$ cat src/rtl/rbz_spi_regs.sv
// SPI-slave register bank: synchronised SPI pins, address+data frame decode,
// shadow registers committed on a frame-boundary strobe (or written straight through).
//
// state  | meaning
// IDLE   | waiting for synced ss_n low
// SHIFT  | collecting frame bits on sclk rising edges
// DONE   | one cycle: frame complete, write shadow/live register
// IGNORE | frame done, discard further sclk until ss_n high
module rbz_spi_regs #(
   parameter int ADDR_W      = 3,
   parameter int REG_W       = 16,
   parameter int SYNC_STAGES = 2,
   parameter int IMMEDIATE   = 0
) (
   input  logic                             clk,
   input  logic                             rst_n,
   input  logic                             i_sclk,
   input  logic                             i_mosi,
   input  logic                             i_ss_n,
   input  logic                             i_commit,
   output logic [(2**ADDR_W)*REG_W-1:0]     o_regs,
   output logic [(2**ADDR_W)-1:0]           o_pending,
   output logic                             o_busy,
   output logic                             o_frame_err
);

   localparam int NREG  = 2**ADDR_W;
   localparam int F     = ADDR_W + REG_W;
   localparam int CNT_W = $clog2(F + 1);

   typedef enum logic [1:0] {
      ST_IDLE   = 2'd0,
      ST_SHIFT  = 2'd1,
      ST_DONE   = 2'd2,
      ST_IGNORE = 2'd3
   } state_t;

   logic [SYNC_STAGES-1:0] sclk_sync_q;
   logic [SYNC_STAGES-1:0] mosi_sync_q;
   logic [SYNC_STAGES-1:0] ss_sync_q;
   logic                   sclk_prev_q;
   logic                   sclk_s;
   logic                   mosi_s;
   logic                   ss_s;
   logic                   sclk_rise;

   state_t                 state_q, state_d;
   logic [CNT_W-1:0]       cnt_q, cnt_d;
   logic [F-1:0]           shift_q, shift_d;
   logic                   frame_err_q, frame_err_d;

   logic                   wr_en;
   logic [ADDR_W-1:0]      wr_addr;
   logic [REG_W-1:0]       wr_data;

   logic [REG_W-1:0]       live_q [NREG];

   always_ff @(posedge clk or negedge rst_n) begin
      if (!rst_n) begin
         sclk_sync_q <= '0;
         mosi_sync_q <= '0;
         ss_sync_q   <= '1;
         sclk_prev_q <= 1'b0;
      end else begin
         sclk_sync_q <= {sclk_sync_q[SYNC_STAGES-2:0], i_sclk};
         mosi_sync_q <= {mosi_sync_q[SYNC_STAGES-2:0], i_mosi};
         ss_sync_q   <= {ss_sync_q[SYNC_STAGES-2:0], i_ss_n};
         sclk_prev_q <= sclk_sync_q[SYNC_STAGES-1];
      end
   end

   assign sclk_s    = sclk_sync_q[SYNC_STAGES-1];
   assign mosi_s    = mosi_sync_q[SYNC_STAGES-1];
   assign ss_s      = ss_sync_q[SYNC_STAGES-1];
   assign sclk_rise = sclk_s & ~sclk_prev_q;

   always_ff @(posedge clk or negedge rst_n) begin
      if (!rst_n) begin
         state_q     <= ST_IDLE;
         cnt_q       <= '0;
         shift_q     <= '0;
         frame_err_q <= 1'b0;
      end else begin
         state_q     <= state_d;
         cnt_q       <= cnt_d;
         shift_q     <= shift_d;
         frame_err_q <= frame_err_d;
      end
   end

   // ss_n high wins over a coincident sclk edge: the frame is abandoned.
   always_comb begin
      state_d = state_q;
      cnt_d   = cnt_q;
      shift_d = shift_q;
      case (state_q)
         ST_IDLE: begin
            if (!ss_s) begin
               state_d = ST_SHIFT;
               cnt_d   = '0;
            end
         end
         ST_SHIFT: begin
            if (ss_s) begin
               state_d = ST_IDLE;
            end else if (sclk_rise) begin
               shift_d = {shift_q[F-2:0], mosi_s};
               cnt_d   = cnt_q + CNT_W'(1);
               if (cnt_q == CNT_W'(F - 1)) begin
                  state_d = ST_DONE;
               end
            end
         end
         ST_DONE: begin
            state_d = ss_s ? ST_IDLE : ST_IGNORE;
         end
         ST_IGNORE: begin
            if (ss_s) begin
               state_d = ST_IDLE;
            end
         end
         default: begin
            state_d = ST_IDLE;
         end
      endcase
   end

   always_comb begin
      wr_en       = (state_q == ST_DONE);
      wr_addr     = shift_q[F-1 -: ADDR_W];
      wr_data     = shift_q[REG_W-1:0];
      frame_err_d = (state_q == ST_SHIFT) && ss_s && (cnt_q != '0);
   end

   generate
      if (IMMEDIATE != 0) begin : g_imm
         always_ff @(posedge clk or negedge rst_n) begin
            if (!rst_n) begin
               for (int n = 0; n < NREG; n++) begin
                  live_q[n] <= '0;
               end
            end else if (wr_en) begin
               live_q[wr_addr] <= wr_data;
            end
         end

         assign o_pending = '0;
      end else begin : g_shd
         logic [REG_W-1:0] shadow_q [NREG];
         logic [NREG-1:0]  pending_q, pending_d;

         // A write landing on a commit cycle stays pending for the next commit.
         always_comb begin
            pending_d = i_commit ? '0 : pending_q;
            if (wr_en) begin
               pending_d[wr_addr] = 1'b1;
            end
         end

         always_ff @(posedge clk or negedge rst_n) begin
            if (!rst_n) begin
               for (int n = 0; n < NREG; n++) begin
                  live_q[n]   <= '0;
                  shadow_q[n] <= '0;
               end
               pending_q <= '0;
            end else begin
               for (int n = 0; n < NREG; n++) begin
                  if (i_commit && pending_q[n]) begin
                     live_q[n] <= shadow_q[n];
                  end
               end
               if (wr_en) begin
                  shadow_q[wr_addr] <= wr_data;
               end
               pending_q <= pending_d;
            end
         end

         assign o_pending = pending_q;
      end
   endgenerate

   for (genvar g = 0; g < NREG; g++) begin : g_out
      assign o_regs[g*REG_W +: REG_W] = live_q[g];
   end

   assign o_busy      = ~ss_s;
   assign o_frame_err = frame_err_q;

endmodule

$ cat config.mk
export PLATFORM = sky130hd
export DESIGN_NAME = rbz_spi_regs
export DESIGN_NICKNAME = d
export VERILOG_FILES = /design/src/rtl/rbz_spi_regs.sv
export SDC_FILE = /design/constraint.sdc
export NUM_CORES = 1
export LEC_CHECK = 0
export CAP_MARGIN = 20
export CORE_UTILIZATION = 30
export DETAILED_ROUTE_END_ITERATION = 10
export PLACE_DENSITY = 0.5
export RECOVER_POWER = 100
export SETUP_SLACK_MARGIN = 0.2
export SYNTH_ARGS = -nofsm -noshare
export SYNTH_HDL_FRONTEND = slang
export SYNTH_SLANG_ARGS = --single-unit
$ cat constraint.sdc
create_clock -name clk -period 2.1 [get_ports clk]
set_input_delay 0.525 -clock clk [delete_from_list [all_inputs] [get_ports clk]]
set_output_delay 0.525 -clock clk [all_outputs]
set_load 0.02 [all_outputs]
# After elaboration in Yosys (flattened, before gate mapping)
# Index checks and enable logic that the tools add are counted.
[totals] mem_bits_ro=0 in_bits=6 word_cells=81 output_inout_bits=138 n_memories=0 latchBits=0 register_bits=298 mem_bits_rw=0
[classes] reduce_logical=18 mux=18 shifts=0 mul=0 div=0 n_addsub=1 n_lt_le_gt_ge=4 n_eq_ne=10 n_bitwise=5
[op_table] cell="bitwise mux 128 bit" n=1
[op_table] cell="demux 16 bit (select 3 bit)" n=1
[op_table] cell="2-to-1 mux 16 bit" n=1
[op_table] cell="2-to-1 mux 8 bit" n=2
[op_table] cell="2-to-1 mux 5 bit" n=3
[op_table] cell="logical AND 1 bit" n=12
[op_table] cell="2-to-1 mux 2 bit" n=6
[op_table] cell="one-hot mux 5 bit (2 select lines)" n=1
[op_table] cell="inequality test 2 bit, second input constant" n=4
[op_table] cell="bitwise OR 8 bit" n=1
[op_table] cell="one-hot mux 2 bit (4 select lines)" n=1
[op_table] cell="AND reduction 4 bit" n=2
[op_table] cell="inequality test 3 bit, second input constant" n=2
[op_table] cell="adder 5 x 1 -> 5 bit, second input constant" n=1
[op_table] cell="== test 5 bit, second input constant" n=1
[op_table] cell="nonzero test 5 bit" n=1
[op_table] cell="== test 2 bit, second input constant" n=2
[op_table] cell=">= comparator 4 bit, second input constant" n=1
[op_table] cell="less-than comparator 3 x 4 -> 1 bit, second input constant" n=1
[op_table] cell="less-than comparator 4 x 1 -> 1 bit, second input constant" n=1
[op_table] cell="NOT 3 -> 4 bit" n=1
[op_table] cell="demux 1 bit (select 3 bit)" n=1
[op_table] cell=">= comparator 3 x 1 -> 1 bit, second input constant" n=1
[op_table] cell="AND reduction 3 bit" n=1
[op_table] cell="other kinds (6)" n=7

# Depth between registers and ports, before layout
# Gate-level depths: netlist (run 1).
[depth] depth_word=6 mapped_depth=6 mapped_depth_nobuf=5

# Worst setup path before layout (run 1)
# Ideal clock, no wire load.
[synth_path] path_type="register -> register" start="register state_q[0]" end="register shift_q[10]" stages_incl_launch_ff=6 period_less_slack_ns=1.736 n_path_buf=2 path_slack_ns=0.364 required_ns=1.975 arrival_ns=1.611 path_cell_list="dfrtp_1 > buf_4 > inv_1 > nor4_4 > buf_6 > mux2_2"
[synth_between] elab_chain_cells=2
[synth_rtl] item="start: declaration" line="47" source="state_t state_q, state_d;"
[synth_rtl] item="start signal: assignment" line="84" source="state_q <= state_d;"
[synth_rtl] item="== test 2 x 1 -> 1 bit" line="96" source="case (state_q)"
[synth_rtl] item="AND reduction 3 bit (no line)"
[synth_rtl] item="end signal: assignment" line="86" source="shift_q <= shift_d;"
[synth_rtl] item="end: declaration" line="49" source="logic [F-1:0] shift_q, shift_d;"
# Every way passes these cells.
# A chain may end at the register's enable or synchronous reset.

# Worst setup path in the final report (run 1)
[layout_path] start="register state_q[0]" end="register shift_q[16]"
# The elaborated chain is that of the path after synthesis.

==> results of run 1 <==
==> sequential cells by signal, summed over array words and instances (netlist names) <==
| name | count |
|---|---|
| cnt_q | 5 |
| o_pending | 8 |
| mosi_sync_q | 2 |
| g_shd.shadow_q | 128 |
| o_regs | 128 |
| o_frame_err | 1 |
| ss_sync_q | 2 |
| sclk_sync_q | 2 |
| sclk_prev_q | 1 |
| state_q | 2 |
| shift_q | 19 |
==> per-layer routing <==
metal	vias to the layer above	wire [µm]	track usage
met5	-	0	0
met4	0	509	0.0376
met3	34	1070	0.0301
met2	118	12200	0.219
met1	3242	12100	0.195
li1	2798	-	-
==> timing repair <==
| item | CTS | global route |
|---|---|---|
| hold endpoints to repair | 33 | 0 |
| hold buffers | 1 | 0 |
| gates resized for setup | 142 | 0 |
| pin swaps | 0 | 0 |
| endpoints found under the setup margin | 138 | 1 |
| buffers inserted | 0 | 1 |
==> cells in the final DEF, fill, tap and decap left out, types with 3 or more instances in the layout <==
cell	netlist	routed
clkbuf_4	0	5
ha_1	3	3
nand3_1	3	3
clkbuf_8	0	7
inv_6	0	3
bufinv_16	0	4
clkbuf_1	6	14
dfrtp_1	296	296
buf_2	13	4
dlygate4sd3_1	0	5
inv_1	10	9
buf_4	5	4
dlygate4sd2_1	0	137
mux2_2	274	274
clkbuf_16	0	35
buf_12	0	4
clkinv_2	0	7
o21ai_0	9	9
a21o_1	4	4
clkbuf_2	0	12
nand2_1	12	12
nor4_1	2	3
==> worst min-delay path by stage <==
stage,end,cells after the start
3_5_place_dp,sclk_sync_q[1],0
5_1_grt,sclk_sync_q[1],0
2_1_floorplan,cnt_q[0],0
6_report,sclk_sync_q[1],0
4_1_cts,sclk_sync_q[1],0
3_3_place_gp,sclk_sync_q[1],0
==> kinds of logic (layout without fill, tap and decap cells) <==
logic type | Yosys count | count (layout)
AO/OA/AOI/OAI | 21 | 21
adder cells (fa/ha/maj) | 3 | 3
buffers and inverters | 52 | 253
flip-flops | 298 | 298
multiplexers | 275 | 275
AND/OR/NAND/NOR | 37 | 37
==> power breakdown <==
part	internal, µW	leakage, µW	total [µW]	switching, µW
Combinational	79.1	0.00308	235	156
Clock	3820	0.000586	6150	2330
Sequential	5800	0.00414	5980	186
==> metrics by stage <==
step                      cell area [µm²]  setup slack, ns  total power (µW)
after detailed placement            13500            0.177              6360
after CTS                           14500            0.180             12600
final                               14300            0.212             12400
after global placement              13500            0.196              6360
after floorplan                     11200            0.364              6080
after global routing                14300            0.107             12900
==> area by class of cell <==
type / count / area, µm² / share of cell area
sequential: 298 / 7460 / 0.522
multi-input combinational: 336 / 3510 / 0.246
timing repair buffer: 180 / 1520 / 0.106
clock buffer: 48 / 995 / 0.0696
tap: 468 / 586 / 0.0409
clock inverter: 15 / 189 / 0.0132
inverter: 10 / 37.5 / 0.00262
==> impl_results.md, run 1 <==
* Post-Syn Instances at ~700
* Yosys warnings at 0
* Hold Crit Class: register to register
* Pwr dens at around 860 nW/µm²
* Via count of the first global-routing pass at 6460
* CTS Buf Count at 35
* Worst R2R End: shift_q[16]
* Relative slew slack at 0.385
* Vias after detailed routing at 6192
* Reg clk slew, reported paths at 0.06 ns
* Reg2reg start: state_q[0]
* Tmin final at 1.89 ns
* Max Cap Violations at 0
* Share of layout cells above drive strength 1 at 0.415
* Drc violations at 0
* Post-synthesis mux area share at 0.275
* Synth top area cells: dfrtp_1, mux2_2, buf_2
* Top-count cell post-synth: dfrtp_1
* Number of cells on the critical path at 4
* F_max at ~530 MHz
* Initial Util at 0.306
* XOR/XNOR Fraction of Synth Area at 0
* Final Net Count at 870
* Die Y at 196 µm
* Drt pass-1 iters at 4
* Core area at 36800 µm²
* I/O Pins at 144
* Final setup skew at 0.00984 ns
* Critical path peak fanout at 19
* Global-route wire length before repair at 40500 µm
* ANT cells at 0
* Post-DRT Antenna Nets at 0
* GRT Resource Usage Total at 0.140
* # rows at 70
* Buffers added on ports at 143
* Layout area overhead at 27.2%
* Worst setup path endpoint: shift_q[16]
* Synth top cells by count: dfrtp_1, mux2_2, buf_1
* Min-delay src: sclk_sync_q[0]
* Outcome: complete, no violations
* Post-DP HPWL at 17100 µm
* Critical path required time at 2.49 ns
* Post-layout util at 0.389
* R2R depth at 4
* Worst-margin pin slew at 0.923 ns
* Largest net degree at the start of global routing at 53
* RSZ-0062 raised after global routing: false
* Post-synth EDFFs at 0
* Slowest CP cell: nor4_1
* Crit path from: state_q[0]
* WP data arrival at 2.28 ns
* Netlist cell types at 37
* Initial antenna violation count at 0
* Post-synth top area cell: dfrtp_1
* Post-synthesis compound-gate area fraction at 0.0117
* Clock latency on the worst-skew pair at 0.51 ns
* GP Congestion at 0.742
* Die W at 196 µm
* Final hold slack at ~0.35 ns
* Worst path max stage delay at roughly 0.52 ns
* Vias per cell at between 4 and 5
* Final WL at 25800 µm
* Endpoints failing hold at 0
* R2R Setup Slk at 0.21 ns
* Die Area at 38300 µm²
* Largest family of logic cells by synthesized area: multiplexers
* Adder-Cell Fraction of Synth Area at 0.00334
* Top FF cell, synth: dfrtp_1
* WL per Instance at ~19 µm
* Syn Nets at 695
* Leak pwr at 0.00780 µW
* Ys async rst share at 1.00
* Slew Viols, Final at 0
* Setup-failing EPs final at 0
* DR iter-0 viols at around 190
* Type of origin of the critical path: register
* Crit end category: register
* Crit path max-delay family: simple AND/OR/NAND/NOR gates
* H-tree Lvls at 2
* Crit Path Class: register to register
* Filler Cell Count at approximately 3500
* Gr ovfl total at 0
* Clk sinks at 298
* Crit share post-route at 0.899
* Top-area cell type share of the netlist area at 0.659
* Post-synthesis sequential area ratio at 0.664
* Dpl cells at 1290
* Worst vdd ir at 0.436 mV
* TritonCTS clock tree: done
* Setup_tns at 0 ns
* Post-Syn Area at 11200 µm²
* #FFs+latches synth at 298
* Syn avg cell area at 16.4 µm²
* CP Buf/Inv Count at 2
* Root Buffer: clkbuf_16
* Final std cells w/o fill at 1355
* Clock buffer depth at 3
* Crit path cell chain: inv_1, nor4_1, buf_12, mux2_2
* Post-Synth Simple-Gate Area at 0.0242
(Power assumes the default switching activity.)
==> run 2: changes to the inputs <==
--- a/config.mk
+++ b/config.mk
@@ -6,6 +6,7 @@
 export NUM_CORES = 1
 export LEC_CHECK = 0
 export CAP_MARGIN = 20
+export CORE_MARGIN = 3
 export CORE_UTILIZATION = 30
 export DETAILED_ROUTE_END_ITERATION = 10
 export PLACE_DENSITY = 0.5
==> run 2 against run 1 <==
Fmax down 1.9%. Critical path depth up 1. Worst setup slack worse by 0.037 ns. Clock-buffer cell count up 7. Final area about the same. Wire length up 2.3%. Non-clock buffer count unchanged. Combinational power up 3%. Largest cell class unchanged.
==> impl_results.md, run 2 (synthesis results as in run 1) <==
* Outcome: complete, no violations
* CP Buf/Inv Count at 3 (+1)
* Pwr dens at 853 nW/µm² (-1.4%)
* Final hold slack at 0.346 ns (-0.00732 ns)
* Endpoints failing hold at 0 (unchanged)
* R2R Setup Slk at 0.23 ns (+0.02 ns)
* Die Area at 39800 µm² (+4.1%)
* Reg clk slew, reported paths at 0.05 ns (about the same)
* ANT cells at 0 (unchanged)
* Number of cells on the critical path at 5 (+1)
* Clock latency on the worst-skew pair at 0.51 ns (about the same)
* Root Buffer: clkbuf_16
* Crit path from: i_commit
* Setup-failing EPs final at 0 (unchanged)
* Share of layout cells above drive strength 1 at 0.408 (-0.00672)
* Post-DP HPWL at 17500 µm (+2.2%)
* PnR Total Power at 12200 µW (-1.3%)
* Buffers added on ports at 143 (unchanged)
* Largest net degree at the start of global routing at 68 (+28%)
* Layout area overhead at 27.2% (about the same)
* Leading cell type in the layout, fill and taps excluded: dfrtp_1
* Vias after detailed routing at 6141 (-0.82%)
* Die Y at 200 µm (+2.0%)
* Core area at 36800 µm² (unchanged)
* DR iter-0 viols at 220 (+16%)
* Final setup skew at 0.0146 ns (+0.00477 ns)
* Crit path cell chain: dlygate4sd3_1, clkbuf_1, nand2_1, buf_2, mux2_2
* H-tree Lvls at 2 (unchanged)
* Worst setup path endpoint: o_regs[120]
* WL per Instance at 19.6 µm (+2.6%)
* Final WL at 26400 µm (+2.3%)
* Worst-margin pin slew at 1.03 ns (+0.105 ns)
* Crit share post-route at 0.917 (+0.0175)
* Final Net Count at 870 (unchanged)
* Worst path max stage delay at 0.57 ns (+0.05 ns)
* Critical path peak fanout at 16 (-3)
* Hold Crit Class: register to register
* Vias per cell at 4.55 (-0.46%)
* Worst vdd ir at 0.493 mV (+13%)
* CTS Buf Count at 35 (unchanged)
* Via count of the first global-routing pass at 6500 (+0.62%)
* F_max at 519 MHz (-1.9%)
* TritonCTS clock tree: done
* Setup_tns at 0 ns (unchanged)
* Global-route wire length before repair at 40700 µm (+0.46%)
* Hold path depth at 0 (unchanged)
* Crit Path Class: input port to register
* Gr ovfl total at 0 (unchanged)
* Initial antenna violation count at 0 (unchanged)
* I/O Pins at 144 (unchanged)
* Crit end category: register
* Dpl cell area at 13500 µm² (about the same)
* Fin area at 14300 µm² (about the same)
* Relative slew slack at 0.315 (-0.0702)
* Die W at 200 µm (+2.0%)
* # rows at 70 (unchanged)
* R2R depth at 4 (unchanged)
* Crit path max-delay family: buffers and inverters
* Slew Viols, Final at 0 (unchanged)
* Reg2reg start: state_q[0]
* WP data arrival at 2.31 ns (+0.03 ns)
* Slowest CP cell: dlygate4sd3_1
* Worst R2R End: g_shd.shadow_q[46]
* Post-DRT Antenna Nets at 0 (unchanged)
* Initial Util at 0.306 (unchanged)
* Drt pass-1 iters at 4 (unchanged)
* GRT Resource Usage Total at 0.135 (-0.00470)
* Clock buffer depth at 3 (unchanged)
* Tmin final at 1.93 ns (+0.0367 ns)
* Type of origin of the critical path: input port
* RSZ-0062 raised after global routing: true
* Leak pwr at 0.00779 µW (-0.13%)
* Critical path required time at 2.48 ns (about the same)
* GP Congestion at 0.701 (-5.6%)
* Drc violations at 0 (unchanged)
* Most frequent cells in the layout: dfrtp_1, mux2_2, dlygate4sd2_1
* Max Cap Violations at 0 (unchanged)
* Clk sinks at 298 (unchanged)
-- run 2: cell count changes in the layout (fill, tap and decap cells not counted), moves of 2 or more --
cell,previous run,this run
clkbuf_8,7,11
clkbuf_1,14,16
bufinv_16,4,1
clkbuf_4,5,3
buf_12,4,7
clkbuf_16,35,37
clkinv_2,7,2
inv_6,3,0
buf_2,4,2
-- run 2: metal layers --
metal | up-vias | wire [µm] | track usage
li1 | 2776 | - | -
met1 | 3201 | 11800 | 0.181
met2 | 119 | 12700 | 0.221
met3 | 45 | 1320 | 0.0324
met4 | 0 | 564 | 0.0352
met5 | - | 0 | 0
-- run 2: worst reg2reg max path: cells and delay by family, from the launching register on --
| kind | cells | cell delay, ns |
|---|---|---|
| and+or+nand+nor | 2 | 0.66 |
| DFF | 1 | 0.49 |
| buffers and inverters | 1 | 0.24 |
| muxes | 1 | 0.36 |
-- run 2: layout make-up --
cell class	count	area (µm²)
clock buffer	55	1100
clock inverter	3	40.0
tap	468	586
timing repair buffer	180	1560
sequential	298	7460
multi-input combinational	336	3520
fill	3542	22500
inverter	10	37.5
-- run 2: what timing repair did --
| item | CTS | global route |
|---|---|---|
| setup endpoints to repair | 138 | 7 |
| endpoints found under the hold margin | 31 | 0 |
| buffers inserted | 1 | 0 |
| hold buffers | 1 | 0 |
| gates resized for setup | 138 | 2 |
-- run 2: how the worst min path moves through the flow --
stage | startpoint | end | slack [ns]
after floorplan | rst_n | cnt_q[0] | 0.23
after global placement | mosi_sync_q[0] | mosi_sync_q[1] | 0.33
after detailed placement | mosi_sync_q[0] | mosi_sync_q[1] | 0.33
after CTS | mosi_sync_q[0] | mosi_sync_q[1] | 0.35
after global routing | ss_sync_q[0] | ss_sync_q[1] | 0.36
final | mosi_sync_q[0] | mosi_sync_q[1] | 0.35
-- run 2: power breakdown --
group / switching, µW / internal [µW]
Clock: 2290 / 3700
Combinational: 159 / 83.8
Sequential: 171 / 5800
Total: 2620 / 9580
-- run 2: metrics by stage --
stage | utilization | cells | worst slack, ns
floorplan | - | 686 | 0.364
global placement | 0.367 | 1290 | 0.151
detailed placement | 0.367 | 1290 | 0.125
CTS | 0.394 | 1350 | 0.133
global route | 0.389 | 1350 | 0.0945
finish | 0.389 | 1350 | 0.175
==> run 3: changes to the inputs <==
--- a/config.mk
+++ b/config.mk
@@ -6,7 +6,6 @@
 export NUM_CORES = 1
 export LEC_CHECK = 0
 export CAP_MARGIN = 20
-export CORE_MARGIN = 3
 export CORE_UTILIZATION = 30
 export DETAILED_ROUTE_END_ITERATION = 10
 export PLACE_DENSITY = 0.5
==> results of run 3 <==
Final layout, timing and power as in run 1 (identical DEF).
